$ cat src/rtl/uart_frame_sequencer.sv
// uart_frame_sequencer
// Sits behind the UART byte receiver and turns a stream of bytes into
// decoded commands. A frame is SYNC, OP, A_lo, A_hi, B_lo, B_hi, CHK, where
// CHK is the XOR of the five payload bytes. A good frame is presented
// downstream under a valid/ready handshake. Bad checksums, inter-byte
// timeouts and bytes that arrive while a command is still pending each
// raise a one-cycle error pulse.
//
// Parameters:
//   SYNC_BYTE     header byte that opens a frame
//   TIMEOUT_CLKS  max clocks allowed between consecutive frame bytes
//   CNT_W         timeout counter width, must hold TIMEOUT_CLKS-1
//
// Ports:
//   clk           system clock, rising edge
//   rst_n         asynchronous active-low reset
//   rx_valid      one-cycle strobe, rx_byte holds a new byte
//   rx_byte       received byte
//   cmd_valid     decoded command pending, held until accepted
//   cmd_ready     downstream accepts the pending command
//   cmd_op        opcode
//   cmd_a         operand A
//   cmd_b         operand B
//   err_checksum  one-cycle pulse, checksum mismatch
//   err_timeout   one-cycle pulse, inter-byte timeout
//   err_overrun   one-cycle pulse, byte dropped while a command was pending
//   frames_ok     count of accepted good frames, wraps at 256

module uart_frame_sequencer #(
   parameter logic [7:0] SYNC_BYTE    = 8'hAA,
   parameter int         TIMEOUT_CLKS = 86800,
   parameter int         CNT_W        = 17
) (
   input  logic        clk,
   input  logic        rst_n,
   input  logic        rx_valid,
   input  logic [7:0]  rx_byte,
   output logic        cmd_valid,
   input  logic        cmd_ready,
   output logic [7:0]  cmd_op,
   output logic [15:0] cmd_a,
   output logic [15:0] cmd_b,
   output logic        err_checksum,
   output logic        err_timeout,
   output logic        err_overrun,
   output logic [7:0]  frames_ok
);

   // States are numbered in arrival order so the payload states can
   // simply advance by one per received byte.
   localparam logic [2:0] S_IDLE = 3'd0;
   localparam logic [2:0] S_OP   = 3'd1;
   localparam logic [2:0] S_A_LO = 3'd2;
   localparam logic [2:0] S_A_HI = 3'd3;
   localparam logic [2:0] S_B_LO = 3'd4;
   localparam logic [2:0] S_B_HI = 3'd5;
   localparam logic [2:0] S_CHK  = 3'd6;
   localparam logic [2:0] S_HOLD = 3'd7;

   localparam logic [CNT_W-1:0] CNT_LAST = CNT_W'(TIMEOUT_CLKS - 1);

   logic [2:0]       state;
   logic [CNT_W-1:0] cnt;
   logic [7:0]       xor_acc;
   logic [7:0]       op_sh;
   logic [15:0]      a_sh;
   logic [15:0]      b_sh;

   logic in_frame;
   logic expired;

   // The timeout only applies while collecting bytes after the header.
   // An arriving byte always beats expiry on the same cycle.
   assign in_frame = (state != S_IDLE) && (state != S_HOLD);
   assign expired  = in_frame && !rx_valid && (cnt == CNT_LAST);

   always_ff @(posedge clk or negedge rst_n) begin
      if (!rst_n) begin
         state        <= S_IDLE;
         cnt          <= '0;
         xor_acc      <= '0;
         op_sh        <= '0;
         a_sh         <= '0;
         b_sh         <= '0;
         cmd_valid    <= 1'b0;
         cmd_op       <= '0;
         cmd_a        <= '0;
         cmd_b        <= '0;
         err_checksum <= 1'b0;
         err_timeout  <= 1'b0;
         err_overrun  <= 1'b0;
         frames_ok    <= '0;
      end else begin
         err_checksum <= 1'b0;
         err_timeout  <= 1'b0;
         err_overrun  <= 1'b0;

         case (state)
            S_IDLE: begin
               cnt <= '0;
               if (rx_valid && (rx_byte == SYNC_BYTE)) begin
                  state   <= S_OP;
                  xor_acc <= '0;
               end
            end

            S_OP, S_A_LO, S_A_HI, S_B_LO, S_B_HI: begin
               if (rx_valid) begin
                  cnt     <= '0;
                  xor_acc <= xor_acc ^ rx_byte;
                  state   <= state + 3'd1;
                  case (state)
                     S_OP:    op_sh      <= rx_byte;
                     S_A_LO:  a_sh[7:0]  <= rx_byte;
                     S_A_HI:  a_sh[15:8] <= rx_byte;
                     S_B_LO:  b_sh[7:0]  <= rx_byte;
                     default: b_sh[15:8] <= rx_byte;
                  endcase
               end else if (expired) begin
                  err_timeout <= 1'b1;
                  cnt         <= '0;
                  state       <= S_IDLE;
               end else begin
                  cnt <= cnt + CNT_W'(1);
               end
            end

            // Checksum byte: publish the shadows only when it matches, so
            // a bad frame never disturbs the last good command on cmd_*.
            S_CHK: begin
               if (rx_valid) begin
                  cnt <= '0;
                  if (rx_byte == xor_acc) begin
                     cmd_op    <= op_sh;
                     cmd_a     <= a_sh;
                     cmd_b     <= b_sh;
                     cmd_valid <= 1'b1;
                     state     <= S_HOLD;
                  end else begin
                     err_checksum <= 1'b1;
                     state        <= S_IDLE;
                  end
               end else if (expired) begin
                  err_timeout <= 1'b1;
                  cnt         <= '0;
                  state       <= S_IDLE;
               end else begin
                  cnt <= cnt + CNT_W'(1);
               end
            end

            // Waiting for the downstream to take the command. A byte that
            // lands on the accepting edge is treated as if we were already
            // idle, so a header there starts the next frame immediately.
            S_HOLD: begin
               cnt <= '0;
               if (cmd_ready) begin
                  cmd_valid <= 1'b0;
                  frames_ok <= frames_ok + 8'd1;
                  if (rx_valid && (rx_byte == SYNC_BYTE)) begin
                     state   <= S_OP;
                     xor_acc <= '0;
                  end else begin
                     state <= S_IDLE;
                  end
               end else if (rx_valid) begin
                  err_overrun <= 1'b1;
               end
            end

            default: begin
               state <= S_IDLE;
               cnt   <= '0;
            end
         endcase
      end
   end

endmodule

$ cat config.mk
export PLATFORM = sky130hd
export DESIGN_NAME = uart_frame_sequencer
export DESIGN_NICKNAME = d
export VERILOG_FILES = /design/src/rtl/uart_frame_sequencer.sv
export SDC_FILE = /design/constraint.sdc
export NUM_CORES = 1
export LEC_CHECK = 0
export ABC_AREA = 1
export ABC_CLOCK_PERIOD_IN_PS = 2500
export CORE_ASPECT_RATIO = 1.2
export CORE_MARGIN = 2
export CORE_UTILIZATION = 31
export DETAILED_ROUTE_END_ITERATION = 8
export GPL_TIMING_DRIVEN = 1
export SLEW_MARGIN = 5
export SYNTH_ARGS = -nofsm -noshare
export SYNTH_HDL_FRONTEND = slang
export SYNTH_SLANG_ARGS = --single-unit
$ cat constraint.sdc
create_clock -name clk -period 2.5 [get_ports clk]
set_input_delay 0.25 -clock clk [delete_from_list [all_inputs] [get_ports clk]]
set_output_delay 0.25 -clock clk [all_outputs]
set_load 0.03 [all_outputs]
==> impl_metrics.csv <==
group,metric,value,unit
status,status,"finished, final reports clean",
clocking,htree_num_levels,4,
die,chipWidth,123,um
critical_path,worstPathMaxFanout,15,
synthesis,synth_top_area_cell,"dfrtp_1",
timing,worstMarginPinSlew,0.563,ns
synthesis,synth_top_area_share,57.1,%
die,die_y,147,um
routing,wl_per_cell,13.5,um
routing,viasPerCell,4.61,
run,maxCapViolations,0,
synthesis,ys_types,30,
timing,finalClockSkew,0.00791,ns
clocking,clk_path_buf_depth,2,
routing,drtPass1Iterations,6,
critical_path,cp.arrival,2.38,ns
timing,setup_violations,0,
layout,stdcell_area,6700,um2
global_route,grt_max_degree,65,
clocking,post_cts_resized,0,
critical_path,crit_required,2.79,ns
clocking,insertion_delay,0.41,ns
critical_path,end_kind,"flop",
synthesis,synth-seq-area-share,57.1,%
critical_path,critical_path_class,"reg -> reg",
synthesis,syn_area_per_cell,8.63,um2
global_route,met3_usage,3.38,%
global_route,grt_pass1_vias,4236,
timing,setup_ws,0.407,ns
pwr,p_leak,3.27,nW
layout,drive_gt1_share,8.33,%
place,portBuffers,63,
synthesis,synth.area.top_cells,"dfrtp_1, nand2_1, o21ai_0",
global_route,grt_pass1_wl,20.9,mm
worst_hold_path,hold_path.class,"in -> async",
timing,final_hold_viol_count,0,
timing,finalCriticalPeriod,2.09,ns
layout,syn2layout_area_growth,27.3,%
global_route,globalRouteMet2Util,23.0,%
global_route,track_usage,14.7,%
synthesis,yosysWarnings,0,
place,hpwl,8.39,mm
synthesis,synth.cell_area,5260,um2
layout,utilization,40.1,%
timing,rsz0062_at_grt,"no",
global_route,antenna_found_initial,0,
routing,drc,0,
place,placed_area,6140,um2
global_route,grt_busiest_layer,"met2",
pwr,peakVddDrop,438,uV
timing,maxSlewHeadroom,62.3,%
die,core-area,16700,um2
layout,fin_nets,703,
synthesis,syn-instance-count,610,
die,num_io_pins,64,
routing,ant_nets,0,
clocking,numCtsBuffers,17,
timing,drv_slew,0,
die,dieArea,18000,um2
timing,fin_tns_setup,0,ns
clocking,postCtsSetupBuffers,0,
critical_path,start_kind,"flop",
layout,diodes,0,
clocking,clk_pin_slew,0.06,ns
clocking,clock-root-buffer,"clkbuf_16",
routing,wl,12.3,mm
routing,vias,4206,
die,rows,52,
clocking,cts_tree,"done",
global_route,grt-ovfl-total,0,
synthesis,synth_nets,630,
clocking,clock-sinks,120,
timing,fmax,478,MHz
timing,finalCritPeriodShare,83.7,%
place,pre_cts_slack,0.378,ns
routing,drtIter0Drc,272,
global_route,use_met1,19.9,%
pwr,powerDensity,907,nW/um2
place,place_congestion,0.834,
synthesis,ys_seq_elements,120,
die,initial_core_util,31.5,%
[flip-flops by register name (all words and copies together) (netlist names), 3 cells and up]
signal and cells:
cmd_a 16, b_sh 16, a_sh 16, cnt 17, xor_acc 8, state 3, op_sh 8, cmd_b 16
frames_ok 8, cmd_op 8
[routing by layer]
layer  part of all wire, %  vias up  routed length, um
li1                      -     2122                  -
met1                    46     1995               5650
met2                    49       79               6050
met3                   3.8       10                470
met4                   1.3        0                162
met5                     0        -                  0
[repair_timing]
| item | in CTS | in global routing |
|---|---|---|
| hold buffers | 1 | 0 |
| setup endpoints to repair | 0 | 0 |
| hold endpoints to repair | 20 | 0 |
[worst max-delay path: stages, from the launching register on]
cell	delay, ns
dfrtp_1	0.43
inv_1	0.12
ha_1	0.26
nand2_1	0.13
nand3_1	0.15
nor2_1	0.12
nand3_1	0.22
nand2_2	0.34
o21bai_1	0.16
a21oi_1	0.05
[synthesized netlist by cell type, drive strengths merged]
cell,count
nand4,7
nor3b,2
xnor2,5
clkinv,1
nor4,3
nand3,21
nor2,53
clkbuf,9
nor3,12
a31oi,1
ha,8
o21ai,80
dfrtp,120
inv,55
buf,10
xor2,5
o21a,1
a21oi,17
o22ai,8
o21bai,2
nand2,190
[final cells by class]
cell class / count / area, um2
Clock inverter: 13 / 96.3
Multi-Input combinational cell: 415 / 1930
Tap cell: 216 / 270
Inverter: 56 / 211
Sequential cell: 120 / 3000
Timing Repair Buffer: 73 / 731
Fill cell: 1653 / 10000
Clock buffer: 19 / 453
[cell usage in the layout (no fill, tap or decap), types with 2 or more instances in the layout]
cell,n
nand2_1,188
dfrtp_1,120
o21ai_0,80
clkdlybuf4s50_1,62
nor2_1,50
inv_1,47
nand3_1,20
a21oi_1,17
clkbuf_16,17
nor3_1,11
inv_2,8
o22ai_1,8
ha_1,8
buf_4,8
nand4_1,7
clkinv_2,5
xor2_1,5
xnor2_1,5
clkinv_4,4
nor4_1,3
inv_6,3
nand2_2,2
o21bai_1,2
nor3b_1,2
nor2_2,2
clkinvlp_4,2
clkbuf_8,2
buf_12,2
[cells by family after synthesis]
group                      synth area share [%]
xor gates and xnor gates                   1.66
and+or+nand+nor                            22.5
buffers and inverters                      6.18
AOI/OAI and AO/OA                          10.7
adders and majority gates                  1.90
DFF                                        57.1
[per-stage QoR]
step,hold WS (ns),total power [W],cells
2_1_floorplan,-0.0456,0.00351,610
3_3_place_gp,0.175,0.00384,879
3_5_place_dp,0.178,0.00387,879
4_1_cts,0.281,0.00614,912
5_1_grt,0.307,0.00648,912
6_report,0.283,0.00608,912
[power breakdown]
part           switching (W)  internal (W)  leakage [nW]
clock               0.000921       0.00133         0.270
combinational       0.000783      0.000431          1.41
sequential          0.000250       0.00237          1.59
total                0.00195       0.00412          3.27
[path summary, 6_finish.rpt]
kind	startpoint	end	slack [ns]	cells after the start
max	state[0]$_DFFE_PN0P_	cnt[14]$_DFF_PN0_	0.41	9
min	rst_n	frames_ok[7]$_DFFE_PN0P_	0.28	2
max reg2reg	state[0]$_DFFE_PN0P_	cnt[14]$_DFF_PN0_	0.41	9
min reg2reg	cnt[0]$_DFF_PN0_	cnt[0]$_DFF_PN0_	0.46	1
max in group asynchronous	rst_n	cmd_b[3]$_DFFE_PN0P_	1.46	3
min in group clk	cnt[0]$_DFF_PN0_	cnt[0]$_DFF_PN0_	0.46	1
Note: power is estimated with default switching activity, not from simulation.
